[src/rtl/keypad_pkg.sv]
// keypad_pkg: shared types and key-map tables for the 4x4 keypad responder.
// Column index 3 is the leftmost column (keys 1,4,7,0). Row index 3 is the top row.
package keypad_pkg;

  typedef enum logic [1:0] {
    IDLE    = 2'd0,
    PRESS   = 2'd1,
    RELEASE = 2'd2
  } state_t;

  // Active-low column strobe patterns, one per column.
  localparam logic [3:0] COL_PAT_3 = 4'b0111;
  localparam logic [3:0] COL_PAT_2 = 4'b1011;
  localparam logic [3:0] COL_PAT_1 = 4'b1101;
  localparam logic [3:0] COL_PAT_0 = 4'b1110;

  // One-hot (active-high) column of each key code 0..F.
  localparam logic [3:0] KEY_COL [16] = '{
    4'b1000, 4'b1000, 4'b0100, 4'b0010,   // 0 1 2 3
    4'b1000, 4'b0100, 4'b0010, 4'b1000,   // 4 5 6 7
    4'b0100, 4'b0010, 4'b0001, 4'b0001,   // 8 9 A B
    4'b0001, 4'b0001, 4'b0010, 4'b0100    // C D E F
  };

  // One-hot (active-high) row of each key code 0..F.
  localparam logic [3:0] KEY_ROW [16] = '{
    4'b0001, 4'b1000, 4'b1000, 4'b1000,   // 0 1 2 3
    4'b0100, 4'b0100, 4'b0100, 4'b0010,   // 4 5 6 7
    4'b0010, 4'b0010, 4'b1000, 4'b0100,   // 8 9 A B
    4'b0010, 4'b0001, 4'b0001, 4'b0001    // C D E F
  };

  function automatic int max_int(input int a, input int b);
    return (a > b) ? a : b;
  endfunction

  // Strobe pattern that selects the column holding the given key.
  function automatic logic [3:0] col_pattern(input logic [3:0] key);
    logic [3:0] onehot;
    onehot = KEY_COL[key];
    case (onehot)
      4'b1000: return COL_PAT_3;
      4'b0100: return COL_PAT_2;
      4'b0010: return COL_PAT_1;
      default: return COL_PAT_0;
    endcase
  endfunction

endpackage

[src/rtl/keypad_visit_counter.sv]
// keypad_visit_counter: detects the end of a target-column selection window
// (registered sel going 1->0) and counts such visits with saturation.
// o_hit flags the visit that brings the count up to i_limit.
module keypad_visit_counter #(
  parameter int WIDTH = 3
) (
  input  logic             clk,
  input  logic             rst,
  input  logic             i_clear,
  input  logic             i_sel,
  input  logic [WIDTH-1:0] i_limit,
  output logic             o_visit,
  output logic             o_hit
);

  logic             r_sel;
  logic [WIDTH-1:0] r_count;
  logic [WIDTH:0]   w_count_inc;

  assign o_visit     = r_sel & ~i_sel;
  assign w_count_inc = {1'b0, r_count} + {{WIDTH{1'b0}}, 1'b1};
  assign o_hit       = o_visit && (w_count_inc >= {1'b0, i_limit});

  // Edge-detect register and saturating visit count; clear also drops the
  // stale selection so a new key never inherits a window edge from the old one.
  always_ff @(posedge clk) begin
    if (rst || i_clear) begin
      r_sel   <= 1'b0;
      r_count <= '0;
    end else begin
      r_sel <= i_sel;
      if (o_visit && (r_count != {WIDTH{1'b1}})) begin
        r_count <= w_count_inc[WIDTH-1:0];
      end
    end
  end

endmodule

[src/rtl/keypad_responder.sv]
// keypad_responder: row-driving end of a column-scanned 4x4 keypad.
// Accepts a key over valid/ready, presses it for HOLD_SCANS target-column
// visits, releases it for RELEASE_SCANS visits, then pulses done.
// Optional watchdog: define KEYPAD_RESP_TIMEOUT_EN to abort with done+error
// after TIMEOUT_CYCLES cycles without a target-column visit.
module keypad_responder
  import keypad_pkg::*;
#(
  parameter int HOLD_SCANS    = 4,
  parameter int RELEASE_SCANS = 2
`ifdef KEYPAD_RESP_TIMEOUT_EN
  ,
  parameter int TIMEOUT_CYCLES = 50000000
`endif
) (
  input  logic       clk,
  input  logic       rst,
  input  logic [3:0] col,
  output logic [3:0] row,
  input  logic       key_valid,
  input  logic [3:0] key_code,
  output logic       key_ready,
  output logic       busy,
  output logic       done,
  output logic       error
);

  localparam int CNT_W = $clog2(max_int(HOLD_SCANS, RELEASE_SCANS) + 1);
  localparam logic [CNT_W-1:0] HOLD_LIM = CNT_W'(HOLD_SCANS);
  localparam logic [CNT_W-1:0] REL_LIM  = CNT_W'(RELEASE_SCANS);

  state_t           r_state;
  logic [3:0]       r_key;
  logic [3:0]       r_row;
  logic             r_done;

  logic             w_tgt_sel;
  logic             w_transfer;
  logic             w_visit;
  logic             w_hit;
  logic             w_timeout;
  logic             w_clear;
  logic [CNT_W-1:0] w_limit;

  assign w_tgt_sel  = (r_state != IDLE) && (col == col_pattern(r_key));
  assign w_transfer = (r_state == IDLE) && key_valid;
  assign w_limit    = (r_state == RELEASE) ? REL_LIM : HOLD_LIM;
  assign w_clear    = w_transfer | w_hit | w_timeout;

  keypad_visit_counter #(
    .WIDTH (CNT_W)
  ) u_visit_counter (
    .clk     (clk),
    .rst     (rst),
    .i_clear (w_clear),
    .i_sel   (w_tgt_sel),
    .i_limit (w_limit),
    .o_visit (w_visit),
    .o_hit   (w_hit)
  );

`ifdef KEYPAD_RESP_TIMEOUT_EN
  localparam int WD_W = $clog2(TIMEOUT_CYCLES + 1);
  localparam logic [WD_W-1:0] WD_LAST = WD_W'(TIMEOUT_CYCLES - 1);

  logic [WD_W-1:0] r_wd;
  logic            r_error;

  assign w_timeout = (r_state != IDLE) && !w_visit && (r_wd == WD_LAST);
  assign error     = r_error;

  // Watchdog: counts busy cycles since the last visit, restarts on each visit.
  always_ff @(posedge clk) begin
    if (rst || w_transfer || w_visit) begin
      r_wd <= '0;
    end else if ((r_state != IDLE) && (r_wd != WD_LAST)) begin
      r_wd <= r_wd + WD_W'(1);
    end
  end

  // Error pulse accompanies done on a watchdog abort.
  always_ff @(posedge clk) begin
    if (rst) begin
      r_error <= 1'b0;
    end else begin
      r_error <= w_timeout;
    end
  end
`else
  assign w_timeout = 1'b0;
  assign error     = 1'b0;
`endif

  // Main sequencer: latch key, press for the hold visits, release, signal done.
  always_ff @(posedge clk) begin
    if (rst) begin
      r_state <= IDLE;
      r_key   <= 4'h0;
      r_row   <= 4'hF;
      r_done  <= 1'b0;
    end else begin
      r_row  <= 4'hF;
      r_done <= 1'b0;
      case (r_state)
        IDLE: begin
          if (key_valid) begin
            r_key   <= key_code;
            r_state <= PRESS;
          end
        end
        PRESS: begin
          if (w_timeout) begin
            r_state <= IDLE;
            r_done  <= 1'b1;
          end else if (w_hit) begin
            r_state <= RELEASE;
          end else if (w_tgt_sel) begin
            r_row <= ~KEY_ROW[r_key];
          end
        end
        RELEASE: begin
          if (w_timeout || w_hit) begin
            r_state <= IDLE;
            r_done  <= 1'b1;
          end
        end
        default: begin
          r_state <= IDLE;
        end
      endcase
    end
  end

  assign row       = r_row;
  assign done      = r_done;
  assign key_ready = (r_state == IDLE);
  assign busy      = (r_state != IDLE);

endmodule

[config.mk]
export PLATFORM = sky130hd
export DESIGN_NAME = keypad_responder
export DESIGN_NICKNAME = d
export VERILOG_FILES = /design/src/rtl/keypad_pkg.sv /design/src/rtl/keypad_visit_counter.sv /design/src/rtl/keypad_responder.sv
export SDC_FILE = /design/constraint.sdc
export NUM_CORES = 1
export LEC_CHECK = 0
export BUFFER_PORTS_ARGS = -buffer_cell sky130_fd_sc_hd__buf_2
export CELL_PAD_IN_SITES_DETAIL_PLACEMENT = 0
export CELL_PAD_IN_SITES_GLOBAL_PLACEMENT = 2
export CORE_ASPECT_RATIO = 0.7
export CORE_UTILIZATION = 31
export CTS_CLUSTER_SIZE = 8
export DETAILED_ROUTE_END_ITERATION = 7
export PLACE_DENSITY = 0.79
export SLEW_MARGIN = 20
export SYNTH_ARGS = -nofsm -noshare
export SYNTH_HDL_FRONTEND = slang
export SYNTH_SLANG_ARGS = --single-unit
[constraint.sdc]
create_clock -name clk -period 3.5 [get_ports clk]
set_clock_uncertainty 0.2 [all_clocks]
set_input_delay 0 -clock clk [delete_from_list [all_inputs] [get_ports clk]]
set_output_delay 0 -clock clk [all_outputs]
set_load 0.005 [all_outputs]
== Word level (Yosys, flattened, before mapping) ==
Memories as Yosys holds them, arrays and structs flattened.
Cells that the tools add are included.

* Output and inout port bits: 8
* Memory bits (writable): 0
* Memories: 2
* Logic and storage cells: 50
* Register bits: 15
* Latch bits: 0
* ROM bits: 128

* Mux-type cells: 11
* Reductions and logical operators: 11
* Equal/unequal tests: 10
* Multiply operators: 0
* $add $sub $neg: 1
* Divide/modulo/power cells: 0
* Shifts and indexed selects: 0
* Magnitude comparators: 2
* Bitwise operators: 7

{| class="wikitable"
|+ Memory list
! name !! depth !! bits a word !! rd ports !! clocked after memory_dff !! wr ports !! line !! RTL
|-
| (no name shown) || 16 || 4 || 1 || 0 || 0 || keypad_responder.sv:118 || <nowiki>r_row <= ~KEY_ROW[r_key];</nowiki>
|-
| (no name shown) || 16 || 4 || 1 || 0 || 0 || keypad_pkg.sv:40 || <nowiki>onehot = KEY_COL[key];</nowiki>
|}

{| class="wikitable"
|+ Operators with widths
! operator !! number
|-
| two-way mux 4 bit || 4
|-
| case mux 4 bit (3 select lines) || 1
|-
| two-way mux 2 bit || 3
|-
| inequality test 2 bit (second input constant) || 3
|-
| case mux 2 bit (3 select lines) || 1
|-
| >= comparator 5 bit (second input constant) || 1
|-
| NOT 4 -> 5 bit || 1
|-
| adder 3 x 1 -> 4 bit (second input constant) || 1
|-
| equality test 4 x 2 -> 1 bit (second input constant) || 1
|-
| equality test 4 x 3 -> 1 bit (second input constant) || 1
|-
| equality test 4 bit || 1
|-
| equality test 4 bit (second input constant) || 1
|-
| >= comparator 4 x 3 -> 1 bit || 1
|-
| logical AND 1 bit || 4
|-
| NOT 4 bit || 1
|-
| OR reduction 4 bit || 1
|-
| two-way mux 3 bit || 1
|-
| inequality test 3 bit (second input constant) || 1
|-
| NOT 1 bit || 3
|-
| AND reduction 3 bit || 1
|-
| equality test 2 x 1 -> 1 bit (second input constant) || 1
|-
| equality test 2 bit (second input constant) || 1
|-
| zero test 2 bit || 1
|-
| AND reduction 2 bit || 1
|-
| 6 further kinds || 6
|}

== Logic depth before layout (Yosys ltp) ==
Gate-level depths: netlist of run 1.

* Depth after elaboration: 13
* Mapped depth: 9

== Hierarchy ==
From an unflattened synthesis of run 1, not the netlist that was laid out.

* Cell total of the unflattened synthesis: 127
* Area total of the unflattened synthesis: 1132.3 sq um

{| class="wikitable"
|+ Modules (own cells, without submodules)
! module !! area each (sq um) !! instances !! cells an instance !! seq. area each (sq um)
|-
| keypad_responder || 869.6 || 1 || 102 || 220.2
|-
| keypad_visit_counter || 262.8 || 1 || 25 || 80.1
|}

== Worst setup path after synthesis of run 1 ==
No wires, ideal clock.

* Path type: register to register
* Start: register r_key[1]
* End: register u_visit_counter.r_count[0]
* Buffers on the path: 0
* Stages on the path, launching flop included: 10
* Arrival: 2591 ps
* Slack: 634 ps
* Library setup time: 75 ps
* Path through: dfxtp_1 inv_1 ha_1 mux4_2 a211o_1 a31oi_1 xor2_1 o211a_2 a2111o_1 o22ai_1

* Longest elaborated chain between the ends: 13
* Elaborated cells between the ends (all ways): 16
* Classes of those cells: eq/ne (4); mux (3); bitwise (4); reduce/logical (4); memory (1)

{| class="wikitable"
|+ Ends and longest elaborated chain
! item !! line !! RTL
|-
| start: declaration || keypad_responder.sv:33 || <nowiki>logic [3:0] r_key;</nowiki>
|-
| start signal: assignment || keypad_responder.sv:107 || <nowiki>r_key <= key_code;</nowiki>
|-
| NOT 4 -> 5 bit (implied by the code) * || keypad_pkg.sv:40 ||
|-
| memory read (16 x 4 bit) * || n/a ||
|-
| two-way mux 4 bit (implied by the code) * (2 in a row) || keypad_pkg.sv:40 ||
|-
| equality test 4 x 2 -> 1 bit (tied with other cells) || keypad_pkg.sv:41 || <nowiki>case (onehot)</nowiki>
|-
| case mux 4 bit (3 select lines) * || keypad_pkg.sv:41 ||
|-
| equality test 4 bit * || keypad_responder.sv:45 || <nowiki>assign w_tgt_sel = (r_state != IDLE) && (col == col_pattern(r_key));</nowiki>
|-
| logical AND 1 bit * || keypad_responder.sv:45 ||
|-
| NOT 1 bit (no source line) * || n/a ||
|-
| bitwise AND 1 bit * || keypad_visit_counter.sv:20 || <nowiki>assign o_visit = r_sel & ~i_sel;</nowiki>
|-
| logical AND 1 bit || keypad_visit_counter.sv:22 || <nowiki>assign o_hit = o_visit && (w_count_inc >= {1'b0, i_limit});</nowiki>
|-
| OR 1 bit || keypad_responder.sv:48 || <nowiki>assign w_clear = w_transfer | w_hit | w_timeout;</nowiki>
|-
| logical OR 1 bit || keypad_visit_counter.sv:27 || <nowiki>if (rst || i_clear) begin</nowiki>
|-
| end signal: assignment || keypad_visit_counter.sv:33 || <nowiki>r_count <= w_count_inc[WIDTH-1:0];</nowiki>
|-
| end: declaration || keypad_visit_counter.sv:17 || <nowiki>logic [WIDTH-1:0] r_count;</nowiki>
|}

Every way passes the cells marked *; elsewhere a longest branch is shown, timed or not. The select of a mux whose other input is x is not followed.
A chain may end at the register's enable or synchronous reset.

== Worst setup path after layout of run 1 ==
* Start: register r_key[1]
* End: register u_visit_counter.r_count[2]

Same word-level chain as after synthesis.

==> results of run 1 <==
[sequential cells by signal (all words and copies together), names as in the netlist]
signal,flops
u_visit_counter.r_count,3
done,1
r_state,2
u_visit_counter.r_sel,1
r_key,4
row,4
[area by class of cell]
type / count / area share
Sequential cell: 15 / 0.235
Clock buffer: 4 / 0.0352
Tap cell: 38 / 0.0371
Timing Repair Buffer: 28 / 0.151
Multi-Input combinational cell: 98 / 0.516
Inverter: 9 / 0.0264
[power by group through the flow]
stage | Clock, W | Sequential [W] | Combinational, W
2_1_floorplan | 0 | 0.000184 | 0.0000569
3_3_place_gp | 0 | 0.000186 | 0.0000757
3_5_place_dp | 0 | 0.000186 | 0.0000748
4_1_cts | 0.000143 | 0.000182 | 0.0000837
5_1_grt | 0.000150 | 0.000183 | 0.0000936
6_report | 0.000137 | 0.000182 | 0.0000841
[cells in the final DEF (no fill, tap or decap), drive strengths merged, types with 3 or more instances in the layout]
| master | n |
|---|---|
| nor2 | 14 |
| o22ai | 3 |
| nand2 | 18 |
| ha | 11 |
| mux2i | 5 |
| buf | 18 |
| clkbuf | 4 |
| dlygate4sd3 | 10 |
| inv | 9 |
| o21ai | 7 |
| a21oi | 7 |
| dfxtp | 15 |
[per-stage QoR]
| stage | setup slack [ps] | instance area, um2 | hold slack, ps |
|---|---|---|---|
| 5_1_grt | 202 | 1280 | 37.9 |
| 6_report | 379 | 1280 | 28.4 |
| 3_5_place_dp | 375 | 1130 | 34.3 |
| 3_3_place_gp | 515 | 1130 | 28.4 |
| 2_1_floorplan | 634 | 1030 | -61.3 |
| 4_1_cts | 376 | 1280 | 19.3 |
[worst max-delay path, cell delays in order, from the launching register on]
cell and delay, ps:
dfxtp_1 480, inv_1 150, ha_1 250, mux4_2 550, a211o_1 300, a31oi_1 200
xor2_1 90, o211a_2 180, a2111o_1 460, o22ai_1 180
[worst max-delay path by stage]
stage / from / to / slack, ps / cells past startpoint
global placement: r_key[1] / u_visit_counter.r_count[1] / 510 / 9
detailed placement: r_key[1] / u_visit_counter.r_count[2] / 370 / 9
CTS: r_key[1] / u_visit_counter.r_count[2] / 380 / 9
finish: r_key[1] / u_visit_counter.r_count[2] / 380 / 9
floorplan: r_key[1] / u_visit_counter.r_count[0] / 630 / 9
global route: r_key[1] / u_visit_counter.r_count[0] / 200 / 9
[routing by layer]
metal	GRT usage	wire, um	part of all wire
met5	0	0	0
met4	0.0300	14	0.0063
met3	0.0422	119	0.053
met2	0.197	917	0.41
met1	0.193	1180	0.53
[repair_timing]
item | CTS | global route
hold buffers | 10 | 0
hold endpoints to repair | 9 | 0
endpoints found under the setup margin | 0 | 0
[cell families (layout without fill, tap and decap cells)]
kind of cell	after synthesis	after routing	synth area share
DFF	15	15	0.292
AOI/OAI and AO/OA	27	27	0.169
adders and majority gates	11	11	0.134
xor gates and xnor gates	2	2	0.0170
other	1	1	0.00365
buffers and inverters	15	41	0.0657
and+or+nand+nor	49	49	0.226
muxes	8	8	0.0925
==> impl_metrics.ini, run 1 <==
[clocking]
cts_made_buffers = 3
cts.path.max_buffers = 2
post_cts_buffers = 0
cts_tree = built
clk_latency_ps = 240
cts.sinks = 15
path_clk_slew_ps = 60
ctsResizeCount = 0
clock_tree.root_cell = clkbuf_8
cts_max_level = 1

[power_and_ir_drop]
p_sw_frac = 0.266
p_switching_w = 0.000107
cell_internal_pwr_w = 0.000296
clkPwrFrac = 0.340
power_density_nw_per_um2 = 315
power_frac_seq = 0.452
p_leak_nw = 0.565
ir_worst_vdd_v = 0.000147
p_comb_frac = 0.208
finalPower_w = 0.000403

[cells_and_area]
ff_latch_area_um2 = 300
multi_input_area_um2 = 661
fin_cells = 192
nets = 177
n_fill_cell = 332
utilization = 0.407
n_antenna_cell = 0
drive_gt1_frac = 0.169
area_growth_pct = 24.5

[floorplan]
die_y_um = 50.2
rows = 17
fp.dieArea_um2 = 3560
io_pins = 19
die_x_um = 70.8
start_util = 0.327
core_area_um2 = 3150

[sta]
slew_viol_final = 0
finalCritPeriodShare = 0.892
finalSetupViolCount = 0
min_period_ps = 3120
rsz0062_at_grt = no
fin_tns_setup_ps = 0
final_hold_viol_count = 0
max_freq_ghz = 0.320

[global_route]
antenna_found_initial = 0
grt-ovfl-total = 0
grt_pass1_wl_um = 3750
grt_max_degree = 16
grtUsageTotal = 0.135
grt_pass1_vias = 851

[detailed_routing]
drt_wl_total_um = 2230
viasPerCell = 4.94
wl_per_cell_um = 11.6
vias = 948
drc = 0
drt_iter0_drc = 34
ant_nets = 0
drtPass1Iterations = 6

[job]
max_cap_violations = 0

[place]
gp_congestion = 0.745
dp_cells = 178
dp_hpwl_um = 1790
portBuffers = 17

[synthesis]
ys_top_cells_by_count = nand2_1 (18), dfxtp_1 (15), nor2_1 (14)
syn_area_per_cell_um2 = 8.04
yosysUniqueCellTypes = 39
async_flop_share = 0
yosysMostFrequentCell = nand2_1
synth_area_leaders = dfxtp_1 (29%), ha_1 (13%), nand2_1 (6.6%)
synth_cells = 128
yosys.area.top_type = dfxtp_1
synth_warnings = 0
synth_top_area_frac = 0.292
synth-seq-area-share = 0.292
synth_nets = 150
synth_edf_count = 0
synth_top_flop_cell = dfxtp_1
synth_area_um2 = 1030
ys_ff_latch = 15

[worst_setup_path]
cp-end-kind = flip-flop
crit_arrival_ps = 3090
r2r_cells = 9
crit_path_max_fanout = 9
reg2reg_setup_slack_ps = 380
worst_r2r_endpoint = u_visit_counter.r_count[2]
critical_path_class = reg2reg
r2r_start = r_key[1]
timing.critical_path.from_type = flip-flop
crit_required_ps = 3470

[min_path]
min_to = u_visit_counter.r_sel
hold_depth = 5
worstHoldStart = col[0]
holdCritPathClass = in2reg

[run_status]
status = completed
Note: power is estimated with default switching activity, not from simulation.
==> run 2, diff against run 1 <==
--- a/config.mk
+++ b/config.mk
@@ -5,7 +5,8 @@
 export SDC_FILE = /design/constraint.sdc
 export NUM_CORES = 1
 export LEC_CHECK = 0
-export BUFFER_PORTS_ARGS = -buffer_cell sky130_fd_sc_hd__buf_2
+export ABC_AREA = 1
+export BUFFER_PORTS_ARGS = -buffer_cell sky130_fd_sc_hd__buf_4
 export CELL_PAD_IN_SITES_DETAIL_PLACEMENT = 0
 export CELL_PAD_IN_SITES_GLOBAL_PLACEMENT = 2
 export CORE_ASPECT_RATIO = 0.7
==> impl_metrics.ini, run 2 <==
[cells_and_area]
utilization = 0.422
final_cell_mix = nand2_1 (27), buf_4 (17), inv_1 (15), dfxtp_1 (15), ha_1 (11)
final_common_cell = nand2_1
nets = 190
area_growth_pct = 24.2
drive_gt1_frac = 0.305
final_cell_area_um2 = 1380
n_antenna_cell = 0
n_fill_cell = 357

[clocking]
cts_tree = built
cts.sinks = 15
cts_made_buffers = 3
ctsResizeCount = 0
clock_tree.root_cell = clkbuf_8
cts_max_level = 1
path_clk_slew_ps = 60
cts.path.max_buffers = 2
clk_latency_ps = 250

[floorplan]
die_x_um = 73.6
die_y_um = 52.1
rows = 17
io_pins = 19
core_area_um2 = 3280
start_util = 0.340
fp.dieArea_um2 = 3840

[sta]
finalSetupViolCount = 0
slew_viol_final = 0
setup_slack_ps = 1150
final_hold_viol_count = 0
rsz0062_at_grt = no
finalCritPeriodShare = 0.672
max_freq_ghz = 0.425
fin_tns_setup_ps = 0
min_period_ps = 2350

[power_and_ir_drop]
power_density_nw_per_um2 = 322
p_leak_nw = 0.648
p_sw_frac = 0.319
p_switching_w = 0.000142
p_comb_frac = 0.273
power_frac_seq = 0.417
cell_internal_pwr_w = 0.000303
clkPwrFrac = 0.310
ir_worst_vdd_v = 0.000192

[detailed_routing]
vias = 977
drtPass1Iterations = 4
viasPerCell = 4.57
wl_per_cell_um = 10.8
drt_iter0_drc = 25
ant_nets = 0
drt_wl_total_um = 2300
drc = 0

[synthesis]
synth_area_um2 = 1110
async_flop_share = 0
synth_top_flop_cell = dfxtp_1
ys_top_cells_by_count = nand2_1 (27), dfxtp_1 (15), inv_1 (15)
synth_warnings = 0
ys_ff_latch = 15
syn_area_per_cell_um2 = 7.79
synth_top_area_frac = 0.270
synth_edf_count = 0
synth_cells = 143
synth_area_leaders = dfxtp_1 (27%), ha_1 (12%), nand2_1 (9.1%)
synth_nets = 165
yosys.area.top_type = dfxtp_1
synth-seq-area-share = 0.270
yosysMostFrequentCell = nand2_1
yosysUniqueCellTypes = 26

[worst_setup_path]
endpoint = row[2]
critical_path_class = reg2reg
crit_arrival_ps = 2270
crit_path_max_fanout = 7
startpoint = r_key[1]
cpPeakStageDelay_ps = 480
cp-end-kind = flip-flop
crit_required_ps = 3420
r2r_cells = 13
worst_r2r_endpoint = row[2]
reg2reg_setup_slack_ps = 1150
worstPathCellList = inv_2 > ha_1 > nand2_1 > nand3_2 > nand2_1 > inv_2 > nand3_2 > nand2_1 > nand3_2 > nor2_4 > nand2_4 > nor2_1 > nand3_1
slowest_stage = dfxtp_1
r2r_start = r_key[1]
timing.critical_path.from_type = flip-flop

[run_status]
status = completed

[global_route]
antenna_found_initial = 0
grt_pass1_wl_um = 4080
grt_max_degree = 12
grtUsageTotal = 0.138
grt-ovfl-total = 0
grt_pass1_vias = 934

[job]
max_cap_violations = 0

[min_path]
holdCritPathClass = in2reg

[place]
gp_congestion = 0.746
dp_hpwl_um = 1890
pre_cts_ws_ps = 1150
placed_area_um2 = 1280
portBuffers = 17
==> run 2: critical path: cells and delay by family, from the launching register on <==
family                   cells  cell delay, ps
flip-flops                   1             480
adder cells (fa/ha/maj)      1             280
buffers and inverters        2             210
AND/OR/NAND/NOR             10            1060
==> run 2: how the worst min path moves through the flow <==
stage,end,cells after the start,startpoint
2_1_floorplan,r_state[0],1,rst
3_3_place_gp,r_state[0],2,rst
3_5_place_dp,r_state[0],2,rst
4_1_cts,u_visit_counter.r_sel,7,col[1]
5_1_grt,u_visit_counter.r_sel,6,col[1]
6_report,u_visit_counter.r_sel,7,col[1]
==> run 2: routing by layer <==
metal / part of all wire / global-route usage
met4: 0.0074 / 0.0192
met1: 0.56 / 0.197
met3: 0.042 / 0.0310
met2: 0.39 / 0.214
met5: 0 / 0
==> run 2: final cells by class <==
type	count	area (um2)	share of cell area
Clock buffer	3	41.3	0.0299
Clock inverter	1	5.00	0.00362
Inverter	21	78.8	0.0570
Multi-Input combinational cell	104	711	0.514
Sequential cell	15	300	0.217
Tap cell	47	58.8	0.0425
Timing Repair Buffer	23	188	0.136
==> run 2: logic make-up after synthesis <==
kind of cell    count (synthesis)  share of synthesized area
buf+inv                        24                     0.0921
compound gates                 19                      0.108
fa+ha+maj                      11                      0.124
other cells                     1                    0.00337
flops                          15                      0.270
simple gates                   73                      0.403
==> run 2: repair_timing <==
action | CTS | global route
setup buffers | 0 | 0
hold buffers | 6 | 0
endpoints found under the hold margin | 11 | 0
==> run 2: stage by stage <==
step	std cells	power, W	hold WS [ps]
2_1_floorplan	143	0.000280	-131
3_3_place_gp	204	0.000307	-16.4
3_5_place_dp	204	0.000307	-14.6
4_1_cts	214	0.000450	66.7
5_1_grt	214	0.000471	105
6_report	214	0.000445	77.1
==> run 2: power by group through the flow <==
stage	clock network (W)	registers, W	logic, W
2_1_floorplan	0	0.000185	0.0000943
3_3_place_gp	0	0.000190	0.000117
3_5_place_dp	0	0.000190	0.000117
4_1_cts	0.000142	0.000186	0.000123
5_1_grt	0.000148	0.000187	0.000136
6_report	0.000138	0.000186	0.000122
